--- src/rtl/l2_flush_sequencer_pkg.sv ---
// -----------------------------------------------------------------------------
// l2_flush_sequencer_pkg
// Shared types and default geometry for the L2 flush sequencer.
//   l2_flush_state_t : sequencer FSM states
//   L2_SETS_DEF / L2_WAYS_DEF : default L2 geometry used as parameter defaults
//   L2_SET_BITS / L2_WAY_BITS : index widths matching the default geometry
// -----------------------------------------------------------------------------
package l2_flush_sequencer_pkg;

    typedef enum logic [2:0] {
        IDLE,
        DRAIN,
        ISSUE,
        WAIT,
        FINAL,
        DONE
    } l2_flush_state_t;

    localparam int L2_SETS_DEF = 256;
    localparam int L2_WAYS_DEF = 8;
    localparam int L2_SET_BITS = $clog2(L2_SETS_DEF);
    localparam int L2_WAY_BITS = $clog2(L2_WAYS_DEF);

endpackage

--- src/rtl/l2_flush_sequencer.sv ---
// -----------------------------------------------------------------------------
// l2_flush_sequencer
// Walks every L2 set/way on a flush request, issuing one line-flush op at a
// time. Drains the L2 before and after the walk and pulses flush_done.
//
// Ports:
//   clk, rst          clock, asynchronous active-high reset
//   l2_flush_valid    flush request valid
//   l2_flush_i        1 = flush all lines, 0 = data lines only
//   l2_flush_ready    request accepted when valid && ready (IDLE only)
//   idle              L2 has no pending MSHR entries / in-flight ops
//   line_req_valid    line-flush op valid (ISSUE state)
//   line_req_ready    datapath accepts the line op
//   flush_set/way     index of the current line op
//   is_flush_all      l2_flush_i latched at accept
//   line_done         current line op fully processed (counted in WAIT only)
//   ongoing_flush     high from accept until the flush_done cycle inclusive
//   flush_done        1-cycle completion pulse
//   flush_cycles      (only with L2_FLUSH_CYCLE_CNT_EN) cycles spent on the
//                     last/current flush, saturating
//
// Optional feature macro: L2_FLUSH_CYCLE_CNT_EN
// -----------------------------------------------------------------------------
module l2_flush_sequencer
    import l2_flush_sequencer_pkg::*;
#(
    parameter int L2_SETS  = L2_SETS_DEF,
    parameter int L2_WAYS  = L2_WAYS_DEF,
    localparam int SET_BITS = $clog2(L2_SETS),
    localparam int WAY_BITS = $clog2(L2_WAYS)
) (
    input  logic                clk,
    input  logic                rst,
    input  logic                l2_flush_valid,
    input  logic                l2_flush_i,
    output logic                l2_flush_ready,
    input  logic                idle,
    output logic                line_req_valid,
    input  logic                line_req_ready,
    output logic [SET_BITS-1:0] flush_set,
    output logic [WAY_BITS-1:0] flush_way,
    output logic                is_flush_all,
    input  logic                line_done,
    output logic                ongoing_flush,
    output logic                flush_done
`ifdef L2_FLUSH_CYCLE_CNT_EN
    ,
    output logic [31:0]         flush_cycles
`endif
);

    localparam logic [SET_BITS-1:0] LAST_SET = SET_BITS'(L2_SETS - 1);
    localparam logic [WAY_BITS-1:0] LAST_WAY = WAY_BITS'(L2_WAYS - 1);

    l2_flush_state_t     state_q, state_d;
    logic [SET_BITS-1:0] set_q, set_d;
    logic [WAY_BITS-1:0] way_q, way_d;
    logic                all_q, all_d;

    always_ff @(posedge clk or posedge rst) begin
        if (rst) begin
            state_q <= IDLE;
            set_q   <= '0;
            way_q   <= '0;
            all_q   <= 1'b0;
        end else begin
            state_q <= state_d;
            set_q   <= set_d;
            way_q   <= way_d;
            all_q   <= all_d;
        end
    end

    always_comb begin
        state_d        = state_q;
        set_d          = set_q;
        way_d          = way_q;
        all_d          = all_q;
        l2_flush_ready = 1'b0;
        line_req_valid = 1'b0;
        flush_done     = 1'b0;
        case (state_q)
            IDLE: begin
                l2_flush_ready = 1'b1;
                if (l2_flush_valid) begin
                    all_d   = l2_flush_i;
                    set_d   = '0;
                    way_d   = '0;
                    state_d = DRAIN;
                end
            end
            DRAIN: begin
                if (idle) state_d = ISSUE;
            end
            ISSUE: begin
                // set/way are registers, so they stay stable while stalled
                line_req_valid = 1'b1;
                if (line_req_ready) state_d = WAIT;
            end
            WAIT: begin
                // Only a line_done seen here advances the walk
                if (line_done) begin
                    if (way_q == LAST_WAY) begin
                        if (set_q == LAST_SET) begin
                            state_d = FINAL;
                        end else begin
                            way_d   = '0;
                            set_d   = set_q + 1'b1;
                            state_d = ISSUE;
                        end
                    end else begin
                        way_d   = way_q + 1'b1;
                        state_d = ISSUE;
                    end
                end
            end
            FINAL: begin
                // Let writebacks from the last lines retire before reporting
                if (idle) state_d = DONE;
            end
            DONE: begin
                flush_done = 1'b1;
                state_d    = IDLE;
            end
            default: state_d = IDLE;
        endcase
    end

    assign ongoing_flush = (state_q != IDLE);
    assign flush_set     = set_q;
    assign flush_way     = way_q;
    assign is_flush_all  = all_q;

`ifdef L2_FLUSH_CYCLE_CNT_EN
    logic [31:0] cyc_q, cyc_d;

    // The accept cycle itself counts as the first flush cycle, so loading 1
    // on accept and adding one per non-IDLE cycle covers accept..DONE.
    always_comb begin
        cyc_d = cyc_q;
        if (state_q == IDLE && l2_flush_valid) begin
            cyc_d = 32'd1;
        end else if (ongoing_flush && cyc_q != 32'hFFFF_FFFF) begin
            cyc_d = cyc_q + 32'd1;
        end
    end

    always_ff @(posedge clk or posedge rst) begin
        if (rst) cyc_q <= '0;
        else     cyc_q <= cyc_d;
    end

    assign flush_cycles = cyc_q;
`endif

endmodule
--- config.mk ---
export PLATFORM = sky130hd
export DESIGN_NAME = l2_flush_sequencer
export DESIGN_NICKNAME = d
export VERILOG_FILES = /design/src/rtl/l2_flush_sequencer_pkg.sv /design/src/rtl/l2_flush_sequencer.sv
export SDC_FILE = /design/constraint.sdc
export NUM_CORES = 1
export LEC_CHECK = 0
export ABC_CLOCK_PERIOD_IN_PS = 1700
export CORE_MARGIN = 5
export CORE_UTILIZATION = 44
export DETAILED_ROUTE_END_ITERATION = 12
export GPL_TIMING_DRIVEN = 0
export HOLD_SLACK_MARGIN = 0.15
export PLACE_DENSITY = 0.75
export RECOVER_POWER = 50
export REMOVE_ABC_BUFFERS = 1
export SETUP_SLACK_MARGIN = 0.1
export SKIP_CTS_REPAIR_TIMING = 1
export SLEW_MARGIN = 20
export SYNTH_ARGS = -nofsm -noshare
export SYNTH_HDL_FRONTEND = slang
export SYNTH_SLANG_ARGS = --single-unit
--- constraint.sdc ---
create_clock -name clk -period 1.7 [get_ports clk]
set_clock_uncertainty 0.15 [all_clocks]
set_input_delay 0.17 -clock clk [delete_from_list [all_inputs] [get_ports clk]]
set_output_delay 0.17 -clock clk [all_outputs]
set_load 0.03 [all_outputs]
==> run summary, run 1 <==
* status: complete, but fails checks
* failing checks: negative setup slack
* ratio of cells with drive above 1 in the final layout: 0.403
* total wirelength of the detailed-routed design: 3390 um
* unrepaired setup endpoints after global routing: true
* final setup fails: 15
* Max-cap violations: 0
* area growth from synthesis to layout: 59.2%
* EDFF count, synth: 0
* minimum clock period: 1.87 ns
* post-synthesis cell count: 109
* die area: 3260 um2
* height of the die: 57.1 um
* Vias/cell: 6.21
* count of yosys warnings during synthesis: 0
* number of placement rows: 17
* total half-perimeter wirelength after legalization and detailed placement: 1700 um
* maximum clock frequency: 0.535 GHz
* worst-case vdd ir drop: 0.000892 V
* worst hold start: l2_flush_i
* Final Net Count: 166
* diodes inserted: 0
* sort of element at the end of the critical path: register
* vias after detailed routing: 1130
* total routing resource utilization after global routing: 0.147
* clock transition at the registers of the reported paths: 0.10 ns
* leading cell type in the layout, fill and taps excluded: sky130_fd_sc_hd__buf_4
* routability cong.: 0.806
* clock insertion delay at the later pin of the skew report: 0.30 ns
* drt first-iter violations: 81
* I/O pin count: 23
* total iterations of the first detailed-routing run: 4
* capture endpoint of the worst hold path: is_flush_all
* Crit path arrival time: 1.94 ns
* synthesized flop and latch total: 15
* Buffers on Ports: 22
* final antenna-violating net count: 0
* worst min-delay path category: primary input to register
* final standard cell count with taps included and fillers excluded: 182
* final cycle utilization of the critical path: 1.10
* largest buffer count on any clock path: 2
* final std cell area, no fill: 1550 um2
* normalized max-slew margin: 0.611
* wire per inst: 18.6 um
* Reg area: 380 um2
* number of remaining DRC errors: 0
* TritonCTS Sinks: 15
* Avg Synthesized Cell Area: 8.94 um2
* ys flop type: sky130_fd_sc_hd__dfrtp_1
* Worst R2R Setup Slack: -0.17 ns
* floorplan core area: 2170 um2
* Leakage: 0.000709 uW
* final setup margin: -0.168 ns
* fillers: 153
* Inst Count DP: 154
* multi-input combinational cell area: 684 um2
* Least-Margin Pin Slew: 0.583 ns
* max-slew violations: 0
* number of global-route vias before repair: 845
* library cell used as clock root buffer: sky130_fd_sc_hd__clkbuf_4
* initial cell density of the core: 0.449
* destination of the worst register-to-register timing path: flush_set[2]
* top library cells by usage in the layout, fill and taps aside: 17 x sky130_fd_sc_hd__buf_4, 11 x sky130_fd_sc_hd__dfrtp_1, 10 x sky130_fd_sc_hd__nand2_1, 10 x sky130_fd_sc_hd__clkbuf_1, 8 x sky130_fd_sc_hd__inv_1
* grt total ovfl: 0
* die outline width: 57.1 um
* pwr dens: 1280 nW/um2
* number of unique standard cell types used by synthesis: 41
* maximum number of pins on one net before global-route repair: 16
* H-Tree Depth: 1
* area of the mapped netlist: 975 um2
* endpoint required time on the critical path: 1.77 ns
* crit-path max FO: 6
* TritonCTS clock tree: done
* path type of the worst setup path: register to register
* share of synthesized area occupied by flip-flops and latches: 0.385
* utilization after layout: 0.715
* number of antenna violations at the first check in global routing: 0
* Cells on Worst Hold Path: 3
* kind of start point of the critical path: register
* Crit Reg-Reg Startpoint: flush_set[1]
* CTS buffer count: 3
* Final Hold Vio Count: 0
* wire length of the first global-routing pass: 3840 um
* proportion of synthesized flip-flops having asynchronous set or reset: 1.00
* area post-placement: 1190 um2
* FF-to-FF path depth: 5
-- synthesized netlist by cell type, types with 2 or more instances --
library cell | number | area share
sky130_fd_sc_hd__a21o_1 | 3 | 0.023
sky130_fd_sc_hd__dfrtp_1 | 15 | 0.39
sky130_fd_sc_hd__ha_1 | 4 | 0.051
sky130_fd_sc_hd__nand2_1 | 11 | 0.042
sky130_fd_sc_hd__mux2i_1 | 2 | 0.021
sky130_fd_sc_hd__a22o_1 | 2 | 0.018
sky130_fd_sc_hd__o21ai_0 | 5 | 0.026
sky130_fd_sc_hd__nand3b_1 | 2 | 0.015
sky130_fd_sc_hd__a31oi_1 | 4 | 0.026
sky130_fd_sc_hd__a21oi_1 | 4 | 0.021
sky130_fd_sc_hd__nand2b_1 | 2 | 0.013
sky130_fd_sc_hd__nand3_1 | 6 | 0.031
sky130_fd_sc_hd__inv_1 | 10 | 0.039
sky130_fd_sc_hd__nor2_1 | 9 | 0.035
sky130_fd_sc_hd__buf_2 | 2 | 0.010
sky130_fd_sc_hd__buf_4 | 2 | 0.015
sky130_fd_sc_hd__nand4_1 | 2 | 0.013
-- cell families after synthesis --
| group | share of synthesized area |
|---|---|
| buf+inv | 0.0757 |
| flops | 0.385 |
| fa+ha+maj | 0.0513 |
| mux | 0.0321 |
| simple gates | 0.230 |
| compound gates | 0.226 |
-- worst max-delay path by stage --
stage                       from              to  slack [ns]  depth (start not counted)
floorplan             state_q[0]    flush_way[2]       -0.43                          3
finish              flush_set[1]    flush_set[2]       -0.17                          5
CTS                   state_q[0]  l2_flush_ready       -0.63                          2
global route        flush_set[1]    flush_set[2]       -0.23                          5
detailed placement  flush_way[0]    flush_set[1]       -0.38                          6
global placement    flush_way[0]    flush_set[1]       -0.35                          6
-- critical path: stages, from the launching register on --
cell	delay (ns)
sky130_fd_sc_hd__dfrtp_2	0.43
sky130_fd_sc_hd__ha_4	0.17
sky130_fd_sc_hd__nand4_1	0.23
sky130_fd_sc_hd__or2_4	0.35
sky130_fd_sc_hd__a21o_4	0.26
sky130_fd_sc_hd__a31oi_1	0.19
-- layout make-up --
class	instances	share of cell area
clock buffer	4	0.0169
tap	28	0.0226
sequential	15	0.245
inverter	10	0.0242
timing repair buffer	46	0.250
multi-input combinational	79	0.441
-- metrics by stage --
| stage | setup TNS, ns | setup slack (ns) | hold WS, ns | total power, uW |
|---|---|---|---|---|
| 5_1_grt | -2.05 | -0.229 | 0.284 | 2100 |
| 2_1_floorplan | -4.60 | -0.432 | -0.0785 | 1090 |
| 3_5_place_dp | -4.23 | -0.385 | 0.330 | 1390 |
| 3_3_place_gp | -3.66 | -0.350 | 0.311 | 1360 |
| 6_report | -1.12 | -0.168 | 0.248 | 1990 |
| 4_1_cts | -6.43 | -0.629 | 0.108 | 1610 |
-- report_power, final --
group	switching (uW)	internal, uW	total, uW
Clock	132	91.5	224
Combinational	627	545	1170
Sequential	140	453	593
Total	899	1090	1990
-- flip-flops by register name, indices dropped and copies added, names as in the netlist --
register / count
flush_set: 8
flush_way: 3
is_flush_all: 1
state_q: 3
-- routing by layer --
metal / part of all wire / wire length [um] / global-route usage
met3: 0.055 / 185 / 0.0385
met5: 0 / 0 / 0
met4: 0.036 / 123 / 0.0397
met1: 0.42 / 1430 / 0.187
met2: 0.49 / 1640 / 0.246
(Power assumes the default switching activity.)
==> run 2, diff against run 1 <==
- ABC_CLOCK_PERIOD_IN_PS: 1700 -> default
- CORE_ASPECT_RATIO: default -> 1.1
==> run summary, run 2 (synthesis results as in run 1) <==
* Final TNS setup: -0.614 ns, +0.509 ns
* Crit path arrival time: 1.82 ns, -0.12 ns
* routability cong.: 0.823, +2.2%
* die area: 3260 um2, about the same
* total iterations of the first detailed-routing run: 4, unchanged
* ratio of cells with drive above 1 in the final layout: 0.358, -0.0450
* total routing resource utilization after global routing: 0.163, +0.0161
* sort of element at the end of the critical path: register
* unrepaired setup endpoints after global routing: true
* floorplan core area: 2060 um2, -4.9%
* minimum clock period: 1.82 ns, -0.0513 ns
* Reg area: 379 um2, -0.33%
* initial cell density of the core: 0.472, +0.0232
* TritonCTS Sinks: 15, unchanged
* combinational fraction of design power: 0.579, -0.010
* library cell used as clock root buffer: sky130_fd_sc_hd__clkbuf_4
* chain of cells forming the critical path: nor4b_4, o22ai_1, a22oi_1, o311ai_2
* worst min-delay path category: primary input to register
* grt total ovfl: 0, unchanged
* number of antenna violations at the first check in global routing: 0, unchanged
* Buffers on Ports: 22, unchanged
* final cycle utilization of the critical path: 1.07, -0.0302
* H-Tree Depth: 1, unchanged
* pre-CTS setup slack: -0.415 ns, -0.0302 ns
* worst-case vdd ir drop: 0.000953 V, +6.8%
* largest buffer count on any clock path: 2, unchanged
* max-slew violations: 0, unchanged
* Leakage: 0.000776 uW, +9.5%
* diodes inserted: 0, unchanged
* area growth from synthesis to layout: 59.7%
* share of total power consumed by net switching: 0.443, -0.00901
* sequential group share of total power: 0.308, +0.010
* P_int: 1070 uW, -1.4%
* Max-cap violations: 0, unchanged
* leading cell type in the layout, fill and taps excluded: sky130_fd_sc_hd__buf_4
* final setup fails: 10, -5
* drt first-iter violations: 53, -35%
* clock insertion delay at the later pin of the skew report: 0.29 ns, about the same
* status: complete, but fails checks
* fraction of power consumed by the clock network: 0.113, about the same
* maximum number of pins on one net before global-route repair: 16, unchanged
* total half-perimeter wirelength after legalization and detailed placement: 1730 um, +2.0%
* clock transition at the registers of the reported paths: 0.10 ns, about the same
* height of the die: 59.4 um, +4.0%
* final std cell area, no fill: 1560 um2, +0.32%
* fillers: 145, -5.2%
* vias after detailed routing: 1061, -6.1%
* Inst Count DP: 154, unchanged
* path type of the worst setup path: register to register
* Least-Margin Pin Slew: 0.591 ns, +0.00792 ns
* Final Net Count: 163, -1.8%
* CP max stage cell: sky130_fd_sc_hd__dfrtp_2
* number of remaining DRC errors: 0, unchanged
* final antenna-violating net count: 0, unchanged
* total wirelength of the detailed-routed design: 3170 um, -6.3%
* CTS buffer count: 3, unchanged
* normalized max-slew margin: 0.606, -0.00529
* endpoint required time on the critical path: 1.71 ns, -0.06 ns
* final standard cell count with taps included and fillers excluded: 179, -1.6%
* Vias/cell: 5.93, -4.5%
* TritonCTS clock tree: done
* I/O pin count: 23, unchanged
* final setup margin: -0.117 ns, +0.0513 ns
* kind of start point of the critical path: register
* number of global-route vias before repair: 874, +3.4%
* wire per inst: 17.7 um, -4.7%
* failing checks: negative setup slack
* wire length of the first global-routing pass: 3840 um, +0.18%
* Largest stage delay, worst path: 0.50 ns, +0.07 ns
* number of placement rows: 17, unchanged
* pwr dens: 1240 nW/um2, -3.3%
* number of flip-flops in the largest register: 8, unchanged
* top library cells by usage in the layout, fill and taps aside: 15 x sky130_fd_sc_hd__buf_4, 12 x sky130_fd_sc_hd__dfrtp_1, 10 x sky130_fd_sc_hd__inv_1, 10 x sky130_fd_sc_hd__nand2_1
* crit-path max FO: 8, +2
* area post-placement: 1190 um2, unchanged
* multi-input combinational cell area: 668 um2, -2.4%
* Final Hold Vio Count: 0, unchanged
* die outline width: 54.9 um, -3.8%
* maximum clock frequency: 0.550 GHz, +2.8%
* net switching power of the design: 855 uW, -5.0%
-- run 2: stage by stage --
| stage | power [uW] | hold WS (ns) | util |
|---|---|---|---|
| finish | 1930 | 0.257 | 0.754 |
| global route | 2040 | 0.286 | 0.754 |
| CTS | 1590 | 0.104 | 0.591 |
| detailed placement | 1390 | 0.319 | 0.579 |
| global placement | 1360 | 0.309 | 0.579 |
| floorplan | 1090 | -0.0785 | - |
-- run 2: worst paths after layout --
path	from	cells after the start	slack (ns)	to
max	state_q[0]	4	-0.12	flush_set[3]
min	l2_flush_i	3	0.26	is_flush_all
max reg2reg	state_q[0]	4	-0.12	flush_set[3]
min reg2reg	is_flush_all	2	0.33	is_flush_all
max in group asynchronous	rst	3	0.32	state_q[0]
min in group asynchronous	rst	3	0.66	flush_set[4]
-- run 2: critical path, delay by kind of cell (launching register included) --
family	cells	cell delay [ns]
AOI/OAI and AO/OA	3	0.58
DFF	1	0.50
and+or+nand+nor	1	0.45
-- run 2: cell type report --
type	instances	share of cell area
multi-input combinational	79	0.429
timing repair buffer	43	0.264
sequential	15	0.244
inverter	10	0.0241
tap	28	0.0225
clock buffer	4	0.0169
-- run 2: power by group through the flow --
stage               clock network [uW]  logic [uW]  registers (uW)
finish                             218        1120             594
global route                       233        1200             607
CTS                                208         809             577
detailed placement                   0         807             583
global placement                     0         786             575
floorplan                            0         371             716
-- run 2: routing by layer --
metal  global-route usage  share of wire  vias up
li1                     -              -      483
met1                0.207           0.43      511
met2                0.253           0.48       57
met3               0.0327          0.063       10
met4               0.0890          0.025        0
met5                    0              0        -
==> run 3, diff against run 2 <==
- CELL_PAD_IN_SITES_DETAIL_PLACEMENT: default -> 0
- CELL_PAD_IN_SITES_GLOBAL_PLACEMENT: default -> 1
- CORE_UTILIZATION: 44 -> 32
- HOLD_SLACK_MARGIN: 0.15 -> 0.05
- PLACE_DENSITY: 0.75 -> 0.73
==> run summary, run 3 (synthesis results as in run 1) <==
* total wirelength of the detailed-routed design: 2780 um, -12%
* final standard cell count with taps included and fillers excluded: 188, +5.0%
* share of total power consumed by net switching: 0.435, -0.00812
* met1 Track Usage GR: 0.142, -0.0644
* final antenna-violating net count: 0, unchanged
* global-route met3 utilization: 0.0246, -0.00812
* Vias/cell: 5.45, -8.1%
* path type of the worst setup path: register to register
* Worst R2R Setup Slack: -0.07 ns, +0.05 ns
* total half-perimeter wirelength after legalization and detailed placement: 1740 um, +0.40%
* number of remaining DRC errors: 0, unchanged
* crit-path max FO: 6, -2
* diodes inserted: 0, unchanged
* Final Net Count: 166, +1.8%
* normalized max-slew margin: 0.573, -0.0325
* failing checks: negative setup slack
* net switching power of the design: 820 uW, -4.1%
* minimum clock period: 1.77 ns, -0.0471 ns
* pwr dens: 1210 nW/um2, -2.6%
* total routing resource utilization after global routing: 0.112, -0.0511
* endpoint required time on the critical path: 1.73 ns, +0.02 ns
* I/O pin count: 23, unchanged
* max-slew violations: 0, unchanged
* vias after detailed routing: 1024, -3.5%
* sequential group share of total power: 0.319, +0.011
* kind of start point of the critical path: register
* final cycle utilization of the critical path: 1.04, -0.0277
* Crit Reg-Reg Startpoint: state_q[0]
* clock transition at the registers of the reported paths: 0.10 ns, about the same
* Fin Hold WS: 0.235 ns, -0.0211 ns
* Top Usage Layer GRT: met2
* leading cell type in the layout, fill and taps excluded: sky130_fd_sc_hd__buf_4
* beginning of the critical path: state_q[0]
* ratio of cells with drive above 1 in the final layout: 0.383, +0.0255
* routability cong.: 0.791, -4.0%
* final std cell area, no fill: 1560 um2, +0.32%
* maximum number of pins on one net before global-route repair: 16, unchanged
* Least-Margin Pin Slew: 0.639 ns, +0.0487 ns
* drt first-iter violations: 48, -9.4%
* Buffers on Ports: 22, unchanged
* grt total ovfl: 0, unchanged
* largest buffer count on any clock path: 2, unchanged
* Leakage: 0.000777 uW, +0.13%
* number of global-route vias before repair: 843, -3.5%
* area growth from synthesis to layout: 60.2%
* number of flip-flops in the largest register: 8, unchanged
* Final TNS setup: -0.273 ns, +0.341 ns
* Crit path arrival time: 1.80 ns, -0.02 ns
* combinational fraction of design power: 0.567, -0.012
* status: complete, but fails checks
* TritonCTS Sinks: 15, unchanged
* worst-case vdd ir drop: 0.000775 V, -19%
* worst min-delay path category: primary input to asynchronous set/reset pin
* number of antenna violations at the first check in global routing: 0, unchanged
* Inst Count DP: 160, +3.9%
* maximum clock frequency: 0.565 GHz, +2.7%
* wire length of the first global-routing pass: 3880 um, +1.1%
* fillers: 298, +110%
* final setup margin: -0.0698 ns, +0.0471 ns
* library cell used as clock root buffer: sky130_fd_sc_hd__clkbuf_4
* critical path capture point: state_q[0]
* die area: 4250 um2, +30%
* total iterations of the first detailed-routing run: 5, +1
* H-Tree Depth: 1, unchanged
* final setup fails: 7, -3
* unrepaired setup endpoints after global routing: true
* floorplan core area: 3000 um2, +45%
* top library cells by usage in the layout, fill and taps aside: 19 x sky130_fd_sc_hd__buf_4, 11 x sky130_fd_sc_hd__nand2_1, 11 x sky130_fd_sc_hd__dlymetal6s2s_1
* destination of the worst register-to-register timing path: state_q[0]
* TritonCTS clock tree: done
* Max-cap violations: 0, unchanged
* Final Hold Vio Count: 0, unchanged
* fraction of power consumed by the clock network: 0.114, about the same
* CTS buffer count: 3, unchanged
* die outline width: 62.6 um, +14%
* sort of element at the end of the critical path: register
* wire per inst: 14.8 um, -16%
* P_int: 1060 uW, -0.91%
* height of the die: 67.9 um, +14%
* initial cell density of the core: 0.325, -0.147
* number of placement rows: 21, +4
* area post-placement: 1200 um2, +0.63%
* met2 capacity usage during global routing: 0.189, -0.0643
* clock insertion delay at the later pin of the skew report: 0.29 ns, about the same
* FF-to-FF path depth: 4, unchanged
==> run 3: cell types whose count changed in the layout (fill, tap and decap cells not counted), sizes merged <==
| cell | change |
|---|---|
| clkdlybuf4s50 | -1 |
| buf | +2 |
| dlymetal6s2s | +3 |
| and3b | +1 |
| clkbuf | -3 |
| clkinv | +1 |
==> run 3: critical path, cell delays in order (launching register included) <==
cell                      delay, ns
sky130_fd_sc_hd__dfrtp_2       0.48
sky130_fd_sc_hd__or3_4         0.39
sky130_fd_sc_hd__a21o_1        0.17
sky130_fd_sc_hd__o211a_1       0.17
sky130_fd_sc_hd__mux2_4        0.31
==> run 3: metal layers <==
layer	up-vias	share of wire
met5	-	0
met3	4	0.049
met1	496	0.45
met4	0	0.0075
li1	492	-
met2	32	0.49
==> run 3: stage by stage <==
stage / setup slack (ns) / total power [uW] / utilization
2_1_floorplan: -0.432 / 1090 / -
3_3_place_gp: -0.417 / 1370 / 0.401
3_5_place_dp: -0.428 / 1380 / 0.401
4_1_cts: -0.694 / 1600 / 0.410
5_1_grt: -0.152 / 2010 / 0.521
6_report: -0.0698 / 1880 / 0.521
==> run 3: worst min-delay path by stage <==
stage	startpoint	slack, ns	end	cells past startpoint
4_1_cts	rst	0.11	flush_way[2]	2
2_1_floorplan	rst	-0.08	flush_set[0]	1
3_3_place_gp	is_flush_all	0.32	is_flush_all	2
6_report	rst	0.24	flush_way[2]	2
3_5_place_dp	is_flush_all	0.33	is_flush_all	2
5_1_grt	rst	0.29	flush_way[2]	2
==> run 3: cell type report <==
cell class                      instances  area (um2)  area share
Clock inverter                          1        5.00     0.00321
Inverter                               10        42.5      0.0272
Multi-Input combinational cell         80         644       0.413
Sequential cell                        15         383       0.245
Clock buffer                            3        22.5      0.0144
Tap cell                               34        42.5      0.0272
Timing Repair Buffer                   45         422       0.270
==> run 3: power groups by stage <==
stage / combinational (uW) / clock (uW) / sequential [uW]
6_report: 1070 / 215 / 600
2_1_floorplan: 371 / 0 / 716
5_1_grt: 1160 / 230 / 618
3_5_place_dp: 797 / 0 / 586
4_1_cts: 799 / 224 / 580
3_3_place_gp: 790 / 0 / 580
